<file path="src/rtl/seg7_serial_driver.sv">
// Serialises a 64-bit active-low 7-segment pattern MSB-first into daisy-chained shift registers, then latches.
// Optional blink masking at snapshot time is compiled in when SEG7_BLINK_EN is defined.
module seg7_serial_driver #(
   parameter int unsigned DIV          = 2,
   parameter int unsigned REFRESH      = 100000,
   parameter int unsigned BLINK_PERIOD = 25000000
) (
   input  logic        clk,
   input  logic        rst_n,
   input  logic [63:0] pattern,
   input  logic        start,
   input  logic [7:0]  blink_mask,
   output logic        busy,
   output logic        done,
   output logic        seg_clk,
   output logic        seg_dout,
   output logic        seg_clrn,
   output logic        seg_en
);

   localparam int unsigned DW = $clog2(DIV + 1);
   localparam int unsigned RW = (REFRESH == 0) ? 1 : $clog2(REFRESH + 1);
   localparam logic [DW-1:0] DIV_LAST = DW'(DIV - 1);
   localparam logic [RW-1:0] REF_LAST = (REFRESH == 0) ? '0 : RW'(REFRESH - 1);

   typedef enum logic [1:0] {IDLE, SHIFT, LATCH} state_t;

   state_t        state_q, state_d;
   logic [62:0]   shreg_q, shreg_d;
   logic [5:0]    bit_q, bit_d;
   logic [DW-1:0] div_q, div_d;
   logic [RW-1:0] ref_q, ref_d;
   logic          busy_d, done_d, seg_clk_d, seg_dout_d, seg_en_d;
   logic [63:0]   snap;
   logic          refresh_hit;

`ifdef SEG7_BLINK_EN
   localparam int unsigned BW = (BLINK_PERIOD <= 1) ? 1 : $clog2(BLINK_PERIOD);
   localparam logic [BW-1:0] BLINK_LAST = BW'(BLINK_PERIOD - 1);

   logic [BW-1:0] blink_cnt;
   logic          blink_phase;

   // Free-running blink phase generator
   always_ff @(posedge clk) begin
      if (!rst_n) begin
         blink_cnt   <= '0;
         blink_phase <= 1'b0;
      end else if (blink_cnt == BLINK_LAST) begin
         blink_cnt   <= '0;
         blink_phase <= ~blink_phase;
      end else begin
         blink_cnt <= blink_cnt + BW'(1);
      end
   end

   // Blanked digits load as all-segments-off (active-low, so 8'hFF)
   always_comb begin
      snap = pattern;
      for (int i = 0; i < 8; i++) begin
         if (blink_phase && blink_mask[i]) snap[i*8 +: 8] = 8'hFF;
      end
   end
`else
   logic unused_blink;
   assign unused_blink = ^{blink_mask, 32'(BLINK_PERIOD)};
   assign snap         = pattern;
`endif

   assign refresh_hit = (REFRESH != 0) && (ref_q == REF_LAST);

   always_ff @(posedge clk) begin
      if (!rst_n) begin
         state_q  <= IDLE;
         shreg_q  <= '0;
         bit_q    <= '0;
         div_q    <= '0;
         ref_q    <= '0;
         busy     <= 1'b0;
         done     <= 1'b0;
         seg_clk  <= 1'b0;
         seg_dout <= 1'b0;
         seg_clrn <= 1'b0;
         seg_en   <= 1'b0;
      end else begin
         state_q  <= state_d;
         shreg_q  <= shreg_d;
         bit_q    <= bit_d;
         div_q    <= div_d;
         ref_q    <= ref_d;
         busy     <= busy_d;
         done     <= done_d;
         seg_clk  <= seg_clk_d;
         seg_dout <= seg_dout_d;
         seg_clrn <= 1'b1;
         seg_en   <= seg_en_d;
      end
   end

   // shreg holds the bits still to be sent; the bit on the wire lives in seg_dout
   always_comb begin
      state_d    = state_q;
      shreg_d    = shreg_q;
      bit_d      = bit_q;
      div_d      = div_q;
      ref_d      = ref_q;
      busy_d     = busy;
      done_d     = 1'b0;
      seg_clk_d  = seg_clk;
      seg_dout_d = seg_dout;
      seg_en_d   = seg_en;
      case (state_q)
         IDLE: begin
            if (start || refresh_hit) begin
               state_d    = SHIFT;
               shreg_d    = snap[62:0];
               seg_dout_d = snap[63];
               seg_clk_d  = 1'b0;
               bit_d      = '0;
               div_d      = '0;
               ref_d      = '0;
               busy_d     = 1'b1;
            end else if (REFRESH != 0) begin
               ref_d = ref_q + RW'(1);
            end
         end
         SHIFT: begin
            if (div_q == DIV_LAST) begin
               div_d = '0;
               if (!seg_clk) begin
                  seg_clk_d = 1'b1;
               end else begin
                  seg_clk_d = 1'b0;
                  if (bit_q == 6'd63) begin
                     state_d  = LATCH;
                     seg_en_d = 1'b1;
                  end else begin
                     bit_d      = bit_q + 6'd1;
                     seg_dout_d = shreg_q[62];
                     shreg_d    = {shreg_q[61:0], 1'b0};
                  end
               end
            end else begin
               div_d = div_q + DW'(1);
            end
         end
         LATCH: begin
            if (div_q == DIV_LAST) begin
               div_d    = '0;
               state_d  = IDLE;
               seg_en_d = 1'b0;
               busy_d   = 1'b0;
               done_d   = 1'b1;
            end else begin
               div_d = div_q + DW'(1);
            end
         end
         default: state_d = IDLE;
      endcase
   end

endmodule
</file>
<file path="config.mk">
export PLATFORM = sky130hd
export DESIGN_NAME = seg7_serial_driver
export DESIGN_NICKNAME = d
export VERILOG_FILES = /design/src/rtl/seg7_serial_driver.sv
export SDC_FILE = /design/constraint.sdc
export NUM_CORES = 1
export LEC_CHECK = 0
export ABC_AREA = 1
export BUFFER_PORTS_ARGS = -buffer_cell sky130_fd_sc_hd__buf_4
export CAP_MARGIN = 15
export CELL_PAD_IN_SITES_DETAIL_PLACEMENT = 0
export CELL_PAD_IN_SITES_GLOBAL_PLACEMENT = 1
export CORE_ASPECT_RATIO = 0.9
export CORE_MARGIN = 3
export CORE_UTILIZATION = 46
export CTS_BUF_LIST = sky130_fd_sc_hd__clkbuf_8
export DETAILED_ROUTE_END_ITERATION = 8
export PLACE_DENSITY = 0.95
export SETUP_SLACK_MARGIN = 0.05
export SKIP_LAST_GASP = 1
export SYNTH_ARGS = -nofsm -noshare
export SYNTH_HDL_FRONTEND = slang
export SYNTH_SLANG_ARGS = --single-unit
export TNS_END_PERCENT = 30
</file>
<file path="constraint.sdc">
create_clock -name clk -period 4.1 [get_ports clk]
set_input_delay 1.025 -clock clk [delete_from_list [all_inputs] [get_ports clk]]
set_output_delay 1.025 -clock clk [all_outputs]
set_load 0.03 [all_outputs]
</file>
# Yosys cells after proc, flatten, opt, wreduce, memory -nomap -nowiden
# Index checks and enable logic that the tools add are counted.
# op_classes
add_sub_neg	3
n_eq_ne	11
n_mux	38
n_reduce_logical	14
# op_table
op	count
$mux 63	4
$pmux 63 s2	1
$mux 6	4
$add 17x1->17 const B	1
$eq 17x17->1 const B	1
$mux 17	1
$reduce_and 5->1	3
$mux 1	14
$mux 2	7
$ne 2x2->1 const B	6
$pmux 6 s2	1
$pmux 1 s2	4
$reduce_bool 2->1	4
$add 6x1->6 const B	1
$eq 6x6->1 const B	1
$pmux 2 s3	1
$reduce_and 3->1	2
$eq 2x1->1 const B	2
$pmux 2 s2	1
$reduce_and 2->1	2
$add 2x1->2 const B	1
$eq 2x2->1 const B	1
$logic_not 2->1	1
$reduce_or 2->1	1
$logic_or 1x1->1	1
# totals
register_bits	96
input_bits	75
output_inout_bits	6
elab_cells	77

# Longest topological paths before layout
# depth
ltp_word	5
depth_mapped	12
ltp_nobuf	9

# Worst setup path before layout
# No wires, ideal clock.
# synth_timing
path_type	input to register
from	input port rst_n
to	register ref_q[1]
setup_time_ps	141
arrival_time_ps	1812
required_ps	3959
slack_ps	2147
cell_stages	4
path_buffers	2
cell_sequence	clkinv_1 > clkbuf_1 > buf_1 > a21oi_1
# synth_lines
item	line_no	source
from (decl)	9	input logic rst_n,
to (signal assigned)	90	ref_q <= ref_d;
to (decl)	32	logic [RW-1:0] ref_q, ref_d;
# No word-level cell between the ends.

# Final worst setup path
# layout_timing
from	register state_q[1]
to	register shreg_q[33]
# layout_via
elab_chain_cells	3
word_cells_on_any_way	9
cone_classes	eq/ne: 5; mux: 1; reduce/logical: 3
# layout_rtl
item	line_no	source
from (decl)	28	state_t state_q, state_d;
from (signal assigned)	86	state_q <= state_d;
$eq 2x1->1 / $logic_not 2->1 (equally long branches)	112	case (state_q)
$ne 2x2->1 (no line) / $reduce_bool 2->1 (equally long branches)	--	
$reduce_and 5->1 (no line)	--	
to (signal assigned)	87	shreg_q <= shreg_d;
to (decl)	29	logic [62:0] shreg_q, shreg_d;
# Several ways; a longest one is shown, not always the timed one.
# A chain may end at the register's enable or synchronous reset.

==> impl_metrics.yaml <==
global_routing:
  grt_pass1_vias: 4678
  grtUsageTotal_pct: 18.9
  antenna_found_initial: 0
  grt_first_pass_wirelength_um: 20700
  overflow: 0
  grt_max_degree: 75
logic_synthesis:
  synth_top_family_by_area: "simple AND/OR/NAND/NOR gates"
  synth_adder_area_share_pct: 1.61
  synth_xor_area_share_pct: 0.645
  syn_inst: 772
  synth_seq_area_share_pct: 35.4
  synthDistinctLibCells: 28
  synth_compound_area_share_pct: 12.6
  syn_nets: 854
  syn_area_um2: 5430
  synth_top_area_share_pct: 35.4
  yosys.area.top_type: "dfxtp_1"
  ys_async_sr_fraction_pct: 0
  synth_warnings: 0
  dominantRegCellSynth: "dfxtp_1"
  synth_mux_area_share_pct: 0
  synthTopCellsByArea: "dfxtp_1, nand2_1, nand3_2, a21oi_2, a21oi_1"
  syn_area_per_cell_um2: 7.04
  yosys.area_share.simple_pct: 40.6
  synth_edf_count: 0
  ys_ff_latch: 96
sta:
  setup_viol: 0
  worst_pin_slew_ns: 1.05
  rsz0062_at_grt: "no"
  max_freq_mhz: 359
  finalCritPeriodShare_pct: 68.0
  layout_setup_ws_ns: 1.31
  fin_worst_skew_ns: 0.00977
  final.setup.tns_ns: 0
  slew_headroom_pct: 29.9
  hold_viol: 0
  finalCriticalPeriod_ns: 2.79
  drv_slew: 0
layout:
  final_cells: 970
  drive_gt1_share_pct: 24.2
  finalNetCount: 891
  area_delta_synth_final_pct: 11.9
  n_antenna_cell: 0
worst_hold_path:
  hold_path.class: "flop to flop"
  min_delay_path_depth: 2
routing:
  dr.pass1.iters: 5
  drc_errors: 0
  via_per_inst: 5.07
  highest_layer: "met4"
  wl_met2_um: 5840
  wl_per_cell_um: 12.5
  wl_um: 12100
  vias: 4919
  detail_route.iter0.violations: 322
  wl_met1_um: 5650
  wl_met3_um: 515
  ant_nets: 0
floorplan:
  core-area_um2: 11500
  io_pins: 81
  dieWidth_um: 121
  start_util_pct: 47.3
  fp-row-count: 37
  dieArea_um2: 13200
  fp.dieH_um: 109
clocking:
  postCtsSetupBuffers: 0
  cts.sinks: 96
  cts.path.max_buffers: 2
  cts.repair.resized: 0
  cts-root-buf: "clkbuf_8"
  cts_max_level: 3
  clk_pin_slew_worst_paths_ns: 0.09
  hold_buffers: 0
  numCtsBuffers: 9
  clock_latency_ns: 0.37
  cts_tree: "built"
critical_path:
  cp-end-kind: "flop"
  crit_type: "flop to flop"
  critical_path.startpoint_type: "flop"
  reg2regPathDepth: 9
  worstPathRequired_ns: 4.32
  critPathArrivalTime_ns: 3.01
  crit_path_max_fanout: 48
place:
  detailed_place_hpwl_um: 7500
  dpl_worst_slack_ns: 1.15
  dp.cells: 954
  gp_congestion: 0.848
  portBuffers: 72
power_and_ir_drop:
  worst_ir_drop_vdd_uv: 485
  p_sw_share_pct: 45.8
  p_clk_share_pct: 16.7
  power.density_nw_per_um2: 656
  p_comb_share_pct: 50.2
  p_leak_uw: 0.00254
  finalPower_uw: 3990
  power_switching_uw: 1830
  p_int_uw: 2160
  sequentialPowerShare_pct: 33.1
job:
  drv_cap: 0
run_status:
  status: "completed"
[metrics by stage]
stage	utilization (%)	hold slack (ns)	area, µm²
detailed placement	51.0	0.446	5860
floorplan	-	0.415	5430
finish	52.9	0.459	6080
global placement	51.0	0.423	5860
CTS	52.9	0.465	6080
global route	52.9	0.482	6080
[worst max-delay path, cell delays in order (launching register included)]
cell and delay (ns):
dfxtp_1 0.40, inv_1 0.11, ha_1 0.23, inv_2 0.26
nor2_1 0.15, nand2_4 0.49, nand2_2 0.47, buf_12 0.33
nand2_1 0.10, a21oi_2 0.05
[final timing paths]
kind | endpoint | slack [ns] | startpoint
max | shreg_q[33] | 1.31 | state_q[1]
min | div_q[1] | 0.46 | div_q[1]
max reg2reg | shreg_q[33] | 1.31 | state_q[1]
min reg2reg | div_q[1] | 0.46 | div_q[1]
[sequential cells by signal, indices dropped and copies added (netlist names)]
signal	count
bit_q	6
busy	1
div_q	2
done	1
ref_q	17
seg_clk	1
seg_clrn	1
seg_dout	1
seg_en	1
shreg_q	63
state_q	2
[cell families after synthesis]
family / after synthesis
DFF: 96
AOI/OAI and AO/OA: 105
xor gates and xnor gates: 4
buffers and inverters: 83
and+or+nand+nor: 477
adders and majority gates: 7
[final cells by class]
class	count	area, µm²
fillers	1192	5400
multi-input cells	593	3030
flip-flops and latches	96	1920
repair buffers	78	598
well taps	156	195
clock buffers	13	179
inverters	31	118
clock inverters	3	38.8
[routing by layer]
metal	track usage (%)	up-vias
met2	33.6	93
li1	-	2541
met4	4.61	0
met5	0	-
met3	4.25	8
met1	23.3	2277
[synthesized netlist by cell type (all sizes together) (2+ instances only)]
master and count:
nor2 34, a21oi 96, ha 7, xor2 3, or2 2, nand2 334
buf 35, nor3 7, clkbuf 17, inv 30, nand4 5, o21ai 8
nand3 93, dfxtp 96
[layout by cell type, fill, tap and decap left out, types with 2 or more instances in the layout]
master    instances
clkinv_2          2
o21ai_0           8
a21oi_1          54
nor2_1           32
xor2_1            3
buf_4            77
inv_1            28
nand3_1          42
nand2_1         332
inv_2             3
nor3_1            7
nand4_1           5
ha_1              6
a21oi_2          41
nor2_2            2
nand3_2          51
or2_2             2
dfxtp_1          96
clkbuf_8         13
[power by group through the flow]
stage	clock network [µW]	registers (µW)	logic, µW
2_1_floorplan	0	1340	1820
3_3_place_gp	0	1330	1970
3_5_place_dp	0	1340	2020
4_1_cts	693	1320	2030
5_1_grt	725	1350	2260
6_report	668	1320	2000
(Power assumes the default switching activity.)
